`config.mk`:
```
export PLATFORM = sky130hd
export DESIGN_NAME = axi4lite_mem_slave
export DESIGN_NICKNAME = d
export VERILOG_FILES = /design/src/rtl/axi4lite_mem_slave.sv
export SDC_FILE = /design/constraint.sdc
export NUM_CORES = 2
export LEC_CHECK = 0
export BUFFER_PORTS_ARGS = -buffer_cell sky130_fd_sc_hd__buf_2
export CAP_MARGIN = 20
export CORE_MARGIN = 2
export CORE_UTILIZATION = 45
export CTS_CLUSTER_DIAMETER = 120
export DETAILED_ROUTE_END_ITERATION = 7
export GPL_TIMING_DRIVEN = 1
export PLACE_DENSITY = 0.63
export SYNTH_ARGS = -nofsm -noshare
export SYNTH_HDL_FRONTEND = slang
export SYNTH_SLANG_ARGS = --single-unit
```
`constraint.sdc`:
```
create_clock -name CLK -period 3.6 [get_ports CLK]
set_input_delay 0.72 -clock CLK [delete_from_list [all_inputs] [get_ports CLK]]
set_output_delay 0.72 -clock CLK [all_outputs]
set_load 0.02 [all_outputs]
```
`src/rtl/axi4lite_mem_slave.sv`:
```
// AXI4-Lite word memory with byte strobes; writes commit on the AW/W pairing edge, B follows one cycle later.
// Reads answer RD_LATENCY cycles after AR; responses are held while B/R READY is low, and the matching channel then accepts nothing new.
module axi4lite_mem_slave #(
    parameter int XADDR_WIDTH = 32,
    parameter int XDATA_WIDTH = 32,
    parameter int XSTRB_WIDTH = 4,
    parameter int MEM_DEPTH   = 64,
    parameter logic [XADDR_WIDTH-1:0] BASE_ADDR = '0,
    parameter int RD_LATENCY  = 1
) (
    input  logic                   CLK,
    input  logic                   RSTN,
    input  logic                   AWVALID,
    output logic                   AWREADY,
    input  logic [XADDR_WIDTH-1:0] AWADDR,
    input  logic [2:0]             AWPROT,
    input  logic                   WVALID,
    output logic                   WREADY,
    input  logic [XDATA_WIDTH-1:0] WDATA,
    input  logic [XSTRB_WIDTH-1:0] WSTRB,
    output logic                   BVALID,
    input  logic                   BREADY,
    output logic [1:0]             BRESP,
    input  logic                   ARVALID,
    output logic                   ARREADY,
    input  logic [XADDR_WIDTH-1:0] ARADDR,
    input  logic [2:0]             ARPROT,
    output logic                   RVALID,
    input  logic                   RREADY,
    output logic [XDATA_WIDTH-1:0] RDATA,
    output logic [1:0]             RRESP
);

    localparam int IDX_W = (MEM_DEPTH > 1) ? $clog2(MEM_DEPTH) : 1;
    localparam logic [XADDR_WIDTH-1:0] MEM_BYTES = XADDR_WIDTH'(4 * MEM_DEPTH);
    localparam logic [3:0] LAT_LOAD = (RD_LATENCY > 1) ? 4'(RD_LATENCY - 2) : 4'd0;
    localparam logic [1:0] RESP_OKAY   = 2'b00;
    localparam logic [1:0] RESP_DECERR = 2'b11;

    typedef enum logic [1:0] {W_IDLE, W_WAITW, W_WAITA, W_RESP} w_state_t;
    typedef enum logic [1:0] {R_IDLE, R_WAIT, R_DATA} r_state_t;

    w_state_t w_state, w_state_nxt;
    r_state_t r_state, r_state_nxt;

    logic [XDATA_WIDTH-1:0] mem [MEM_DEPTH];

    logic                   rdy_en;
    logic [XADDR_WIDTH-1:0] aw_addr_q;
    logic [XDATA_WIDTH-1:0] w_data_q;
    logic [XSTRB_WIDTH-1:0] w_strb_q;
    logic [1:0]             bresp_q;
    logic [XDATA_WIDTH-1:0] rdata_q;
    logic [1:0]             rresp_q;
    logic [3:0]             lat_cnt;

    logic                   aw_hs, w_hs, ar_hs;
    logic                   commit;
    logic [XADDR_WIDTH-1:0] c_addr;
    logic [XDATA_WIDTH-1:0] c_data;
    logic [XSTRB_WIDTH-1:0] c_strb;
    logic                   c_hit, rd_hit;
    logic [IDX_W-1:0]       c_idx, rd_idx;

    wire unused_prot = ^{AWPROT, ARPROT};

    function automatic logic addr_hit(input logic [XADDR_WIDTH-1:0] addr);
        logic [XADDR_WIDTH-1:0] off;
        off = addr - BASE_ADDR;
        return (addr >= BASE_ADDR) && (off < MEM_BYTES);
    endfunction

    function automatic logic [IDX_W-1:0] addr_idx(input logic [XADDR_WIDTH-1:0] addr);
        logic [XADDR_WIDTH-1:0] off;
        off = (addr - BASE_ADDR) >> 2;
        return off[IDX_W-1:0];
    endfunction

    // Readies stay low through reset and come up on the first edge after release.
    always_ff @(posedge CLK or negedge RSTN) begin
        if (!RSTN) rdy_en <= 1'b0;
        else       rdy_en <= 1'b1;
    end

    assign aw_hs = AWVALID & AWREADY;
    assign w_hs  = WVALID & WREADY;
    assign ar_hs = ARVALID & ARREADY;

    // ---------------- write channel ----------------
    always_ff @(posedge CLK or negedge RSTN) begin
        if (!RSTN) w_state <= W_IDLE;
        else       w_state <= w_state_nxt;
    end

    always_comb begin
        w_state_nxt = w_state;
        AWREADY     = 1'b0;
        WREADY      = 1'b0;
        BVALID      = 1'b0;
        commit      = 1'b0;
        c_addr      = AWADDR;
        c_data      = WDATA;
        c_strb      = WSTRB;
        case (w_state)
            W_IDLE: begin
                AWREADY = rdy_en;
                WREADY  = rdy_en;
                if (aw_hs && w_hs) begin
                    commit      = 1'b1;
                    w_state_nxt = W_RESP;
                end else if (aw_hs) begin
                    w_state_nxt = W_WAITW;
                end else if (w_hs) begin
                    w_state_nxt = W_WAITA;
                end
            end
            W_WAITW: begin
                WREADY = rdy_en;
                c_addr = aw_addr_q;
                if (w_hs) begin
                    commit      = 1'b1;
                    w_state_nxt = W_RESP;
                end
            end
            W_WAITA: begin
                AWREADY = rdy_en;
                c_data  = w_data_q;
                c_strb  = w_strb_q;
                if (aw_hs) begin
                    commit      = 1'b1;
                    w_state_nxt = W_RESP;
                end
            end
            W_RESP: begin
                BVALID = 1'b1;
                if (BREADY) w_state_nxt = W_IDLE;
            end
            default: w_state_nxt = W_IDLE;
        endcase
    end

    assign c_hit = addr_hit(c_addr);
    assign c_idx = addr_idx(c_addr);

    always_ff @(posedge CLK or negedge RSTN) begin
        if (!RSTN) begin
            aw_addr_q <= '0;
            w_data_q  <= '0;
            w_strb_q  <= '0;
            bresp_q   <= RESP_OKAY;
        end else begin
            if (w_state == W_IDLE && aw_hs && !w_hs) aw_addr_q <= AWADDR;
            if (w_state == W_IDLE && w_hs && !aw_hs) begin
                w_data_q <= WDATA;
                w_strb_q <= WSTRB;
            end
            if (commit) bresp_q <= c_hit ? RESP_OKAY : RESP_DECERR;
        end
    end

    assign BRESP = bresp_q;

    always_ff @(posedge CLK or negedge RSTN) begin
        if (!RSTN) begin
            for (int i = 0; i < MEM_DEPTH; i++) mem[i] <= '0;
        end else if (commit && c_hit) begin
            for (int b = 0; b < XSTRB_WIDTH; b++) begin
                if (c_strb[b]) mem[c_idx][8*b +: 8] <= c_data[8*b +: 8];
            end
        end
    end

    // ---------------- read channel ----------------
    always_ff @(posedge CLK or negedge RSTN) begin
        if (!RSTN) r_state <= R_IDLE;
        else       r_state <= r_state_nxt;
    end

    always_comb begin
        r_state_nxt = r_state;
        ARREADY     = 1'b0;
        RVALID      = 1'b0;
        case (r_state)
            R_IDLE: begin
                ARREADY = rdy_en;
                if (ar_hs) r_state_nxt = (RD_LATENCY > 1) ? R_WAIT : R_DATA;
            end
            R_WAIT: begin
                if (lat_cnt == 4'd0) r_state_nxt = R_DATA;
            end
            R_DATA: begin
                RVALID = 1'b1;
                if (RREADY) r_state_nxt = R_IDLE;
            end
            default: r_state_nxt = R_IDLE;
        endcase
    end

    assign rd_hit = addr_hit(ARADDR);
    assign rd_idx = addr_idx(ARADDR);

    // Data is sampled at the AR edge, so a write committing on that same edge is not seen.
    always_ff @(posedge CLK or negedge RSTN) begin
        if (!RSTN) begin
            rdata_q <= '0;
            rresp_q <= RESP_OKAY;
            lat_cnt <= 4'd0;
        end else begin
            if (ar_hs) begin
                rdata_q <= rd_hit ? mem[rd_idx] : '0;
                rresp_q <= rd_hit ? RESP_OKAY : RESP_DECERR;
                lat_cnt <= LAT_LOAD;
            end else if (r_state == R_WAIT && lat_cnt != 4'd0) begin
                lat_cnt <= lat_cnt - 4'd1;
            end
        end
    end

    assign RDATA = rdata_q;
    assign RRESP = rresp_q;

endmodule

```
==> impl_metrics.yaml <==
outcome:
  status: "completed"
yosys:
  synth_cells: 6144
  synth_top_area_share: 0.529
  seq_area_frac_synth: 0.529
  synth_nets: 6262
  synth-seq-cells: 2152
  async_flop_share: 1.00
  syn_area_per_cell_um2: 16.6
  yosys-top-cells-area: "dfrtp_1 53%, mux2_2 23%, mux4_2 12%"
  ys_types: 43
  yosys-top-cells-count: "2,152 x dfrtp_1, 2,107 x mux2_2, 544 x mux4_2"
  synth_edf_count: 0
  syn-cell-area_um2: 102000
  yosysMostFrequentCell: "dfrtp_1"
  ys.flop_type: "dfrtp_1"
  ys_warn_count: 0
  yosys.area.top_type: "dfrtp_1"
worst_setup_path:
  worst_setup_path_end_kind: "register"
  path_max_fanout: 13
  crit_slowest_cell: "and2_0"
  crit_required_ns: 4.33
  critPathMostFrequentCell: "buf_4"
  crit_arrival_ns: 4.21
  crit_chain: "inv_1, ha_4, buf_12, mux2i_2, buf_4, and2_0, nand2_2, nor4_4, buf_4, mux2_2"
  crit_type: "register to register"
  startpoint_type: "register"
  slowest_delay_ns: 0.49
min_path:
  hold_path.class: "input port to register"
detailed_routing:
  drc: 0
  vias: 57201
  drt-initial-drc-count: 3637
  post_drt_wl_per_cell_um: 27.3
  vias_per_cell: 5.87
  ant_nets: 0
  dr.pass1.iters: 5
  drt_wl_total_mm: 266
clock_network:
  cts_tree: "done"
  cts_max_level: 4
  cts-root-buf: "clkbuf_16"
  cts_buffers: 222
  clk_pin_slew_ns: 0.06
  clk_latency_ns: 0.87
  clk_path_buf_depth: 3
  numClockSinks: 2152
finish:
  finalNetCount: 6700
  drive_gt1_frac: 0.595
  layout.cells.non_filler: 9747
  syn2layout_area_growth_pct: 15.0
  utilization: 0.521
floorplanning:
  ios: 154
  initial_utilization: 0.453
  coreArea_um2: 225000
  fp-row-count: 174
  die_y_um: 480
  die_area_um2: 230000
  die_x_um: 480
power:
  swShare: 0.305
  seqPwrFrac: 0.432
  p_clk_frac: 0.393
  ir_worst_vdd_mv: 0.684
  power.density_nw_per_um2: 492
  p_int_mw: 40.0
  switchingPower_mw: 17.5
  power_leakage_nw: 57.4
  combPwrFrac: 0.175
timing:
  relSlewSlack: 0.227
  finalSetupViolCount: 0
  hold_viol: 0
  fin_crit_sh: 0.965
  worst_clock_skew_ns: 0.0372
  rsz0062_at_grt: "false"
  fin_crit_ns: 3.48
  worstMarginPinSlew_ns: 1.16
  report.final.slew_viol_count: 0
  fmaxAchievable_mhz: 288
global_route:
  grt_pass1_vias: 61276
  grt_pass1_wl_mm: 406
  antenna_found_initial: 11
  grt_max_degree: 137
  grt_usage: 0.234
  grt_overflow: 0
placement:
  hpwl_mm: 170
  dp.cells: 9348
  place_congestion: 0.787
  portBuffers: 143
run:
  maxCapViolations: 0
-- worst paths after layout --
path / startpoint / end / slack (ns) / cells past startpoint
max: w_state[1] / mem[1745] / 0.12 / 10
min: WDATA[28] / w_data_q[28] / 0.10 / 2
max reg2reg: w_state[1] / mem[1745] / 0.12 / 10
min reg2reg: mem[1968] / mem[1968] / 0.49 / 1
max in group asynchronous: RSTN / mem[219] / 1.91 / 3
min in group asynchronous: RSTN / mem[302] / 0.36 / 2
-- through the flow --
stage | hold WS, ns | instance area [um^2] | total power [mW] | setup WS [ns] | setup TNS (ns)
after floorplan | 0.424 | 102000 | 30.8 | 0.591 | 0
after global placement | 0.468 | 110000 | 35.1 | -0.0509 | -5.37
after detailed placement | 0.475 | 110000 | 35.4 | -0.122 | -7.78
after CTS | 0.0309 | 117000 | 58.2 | 0.128 | 0
after global routing | 0.0571 | 117000 | 59.8 | 0.0338 | 0
final | 0.100 | 117000 | 57.6 | 0.124 | 0
-- per-layer routing --
metal  vias up  wire, um  track usage
li1      24293         -            -
met1     31512    122000        0.336
met2      1049    127000        0.372
met3       347     10400       0.0344
met4         0      7050       0.0642
met5         -         0            0
-- what timing repair did --
item	4_1_cts	5_1_grt
setup buffers	0	0
hold buffers	2	0
setup endpoints to repair	264	0
endpoints found under the hold margin	26	0
resized for setup	2	0
-- worst max-delay path, delay by kind of cell, from the launching register on --
| kind | cells | cell delay [ns] |
|---|---|---|
| fa+ha+maj | 1 | 0.36 |
| buf+inv | 4 | 0.84 |
| flops | 1 | 0.43 |
| mux | 2 | 0.55 |
| simple gates | 3 | 1.17 |
-- cell families (layout without fill, tap and decap cells) --
logic type	count (synthesis)	in the layout	share of synthesized area
compound gates	184	184	0.0141
mux	2826	2826	0.371
fa+ha+maj	5	5	0.000614
simple gates	504	504	0.0660
other cells	1	5	0.0000368
buf+inv	472	1079	0.0192
flops	2152	2152	0.529
-- power groups by stage --
stage                     clock network [mW]  logic [mW]  registers (mW)
after floorplan                            0        5.50            25.3
after global placement                     0        9.85            25.3
after detailed placement                   0        10.1            25.3
after CTS                               23.2        10.1            24.9
after global routing                    24.2        10.7            24.9
final                                   22.6        10.1            24.9
-- state kept, by name, summed over array words and instances (netlist names) --
signal and cells:
BRESP 1, RDATA 32, RRESP 1, aw_addr_q 30
mem 2048, r_state 1, rdy_en 1, w_data_q 32
w_state 2, w_strb_q 4
-- cell usage in the layout (no fill, tap or decap), types with 6 or more instances in the layout --
cell type,n
mux4_2,544
clkbuf_8,44
clkbuf_16,227
a22oi_1,160
nand2_1,90
clkbuf_1,65
nand2_4,8
nor4_4,256
buf_4,418
buf_2,138
dfrtp_1,2152
mux2_4,8
nor4_1,15
inv_1,10
mux2i_1,129
bufinv_16,9
nand2_2,27
o21ai_0,6
mux2_2,2139
nand3_1,67
buf_12,115
clkinv_2,41
nor2b_1,6
-- final cells by class --
class | count | area [um^2]
fill | 18361 | 108000
inverter | 10 | 37.5
sequential | 2152 | 53900
clock buffer | 336 | 6530
multi-input combinational | 3520 | 46200
timing repair buffer | 676 | 6200
antenna | 4 | 10.0
clock inverter | 57 | 561
tap | 2992 | 3740
No activity file was read; power rests on OpenSTA's default activity.
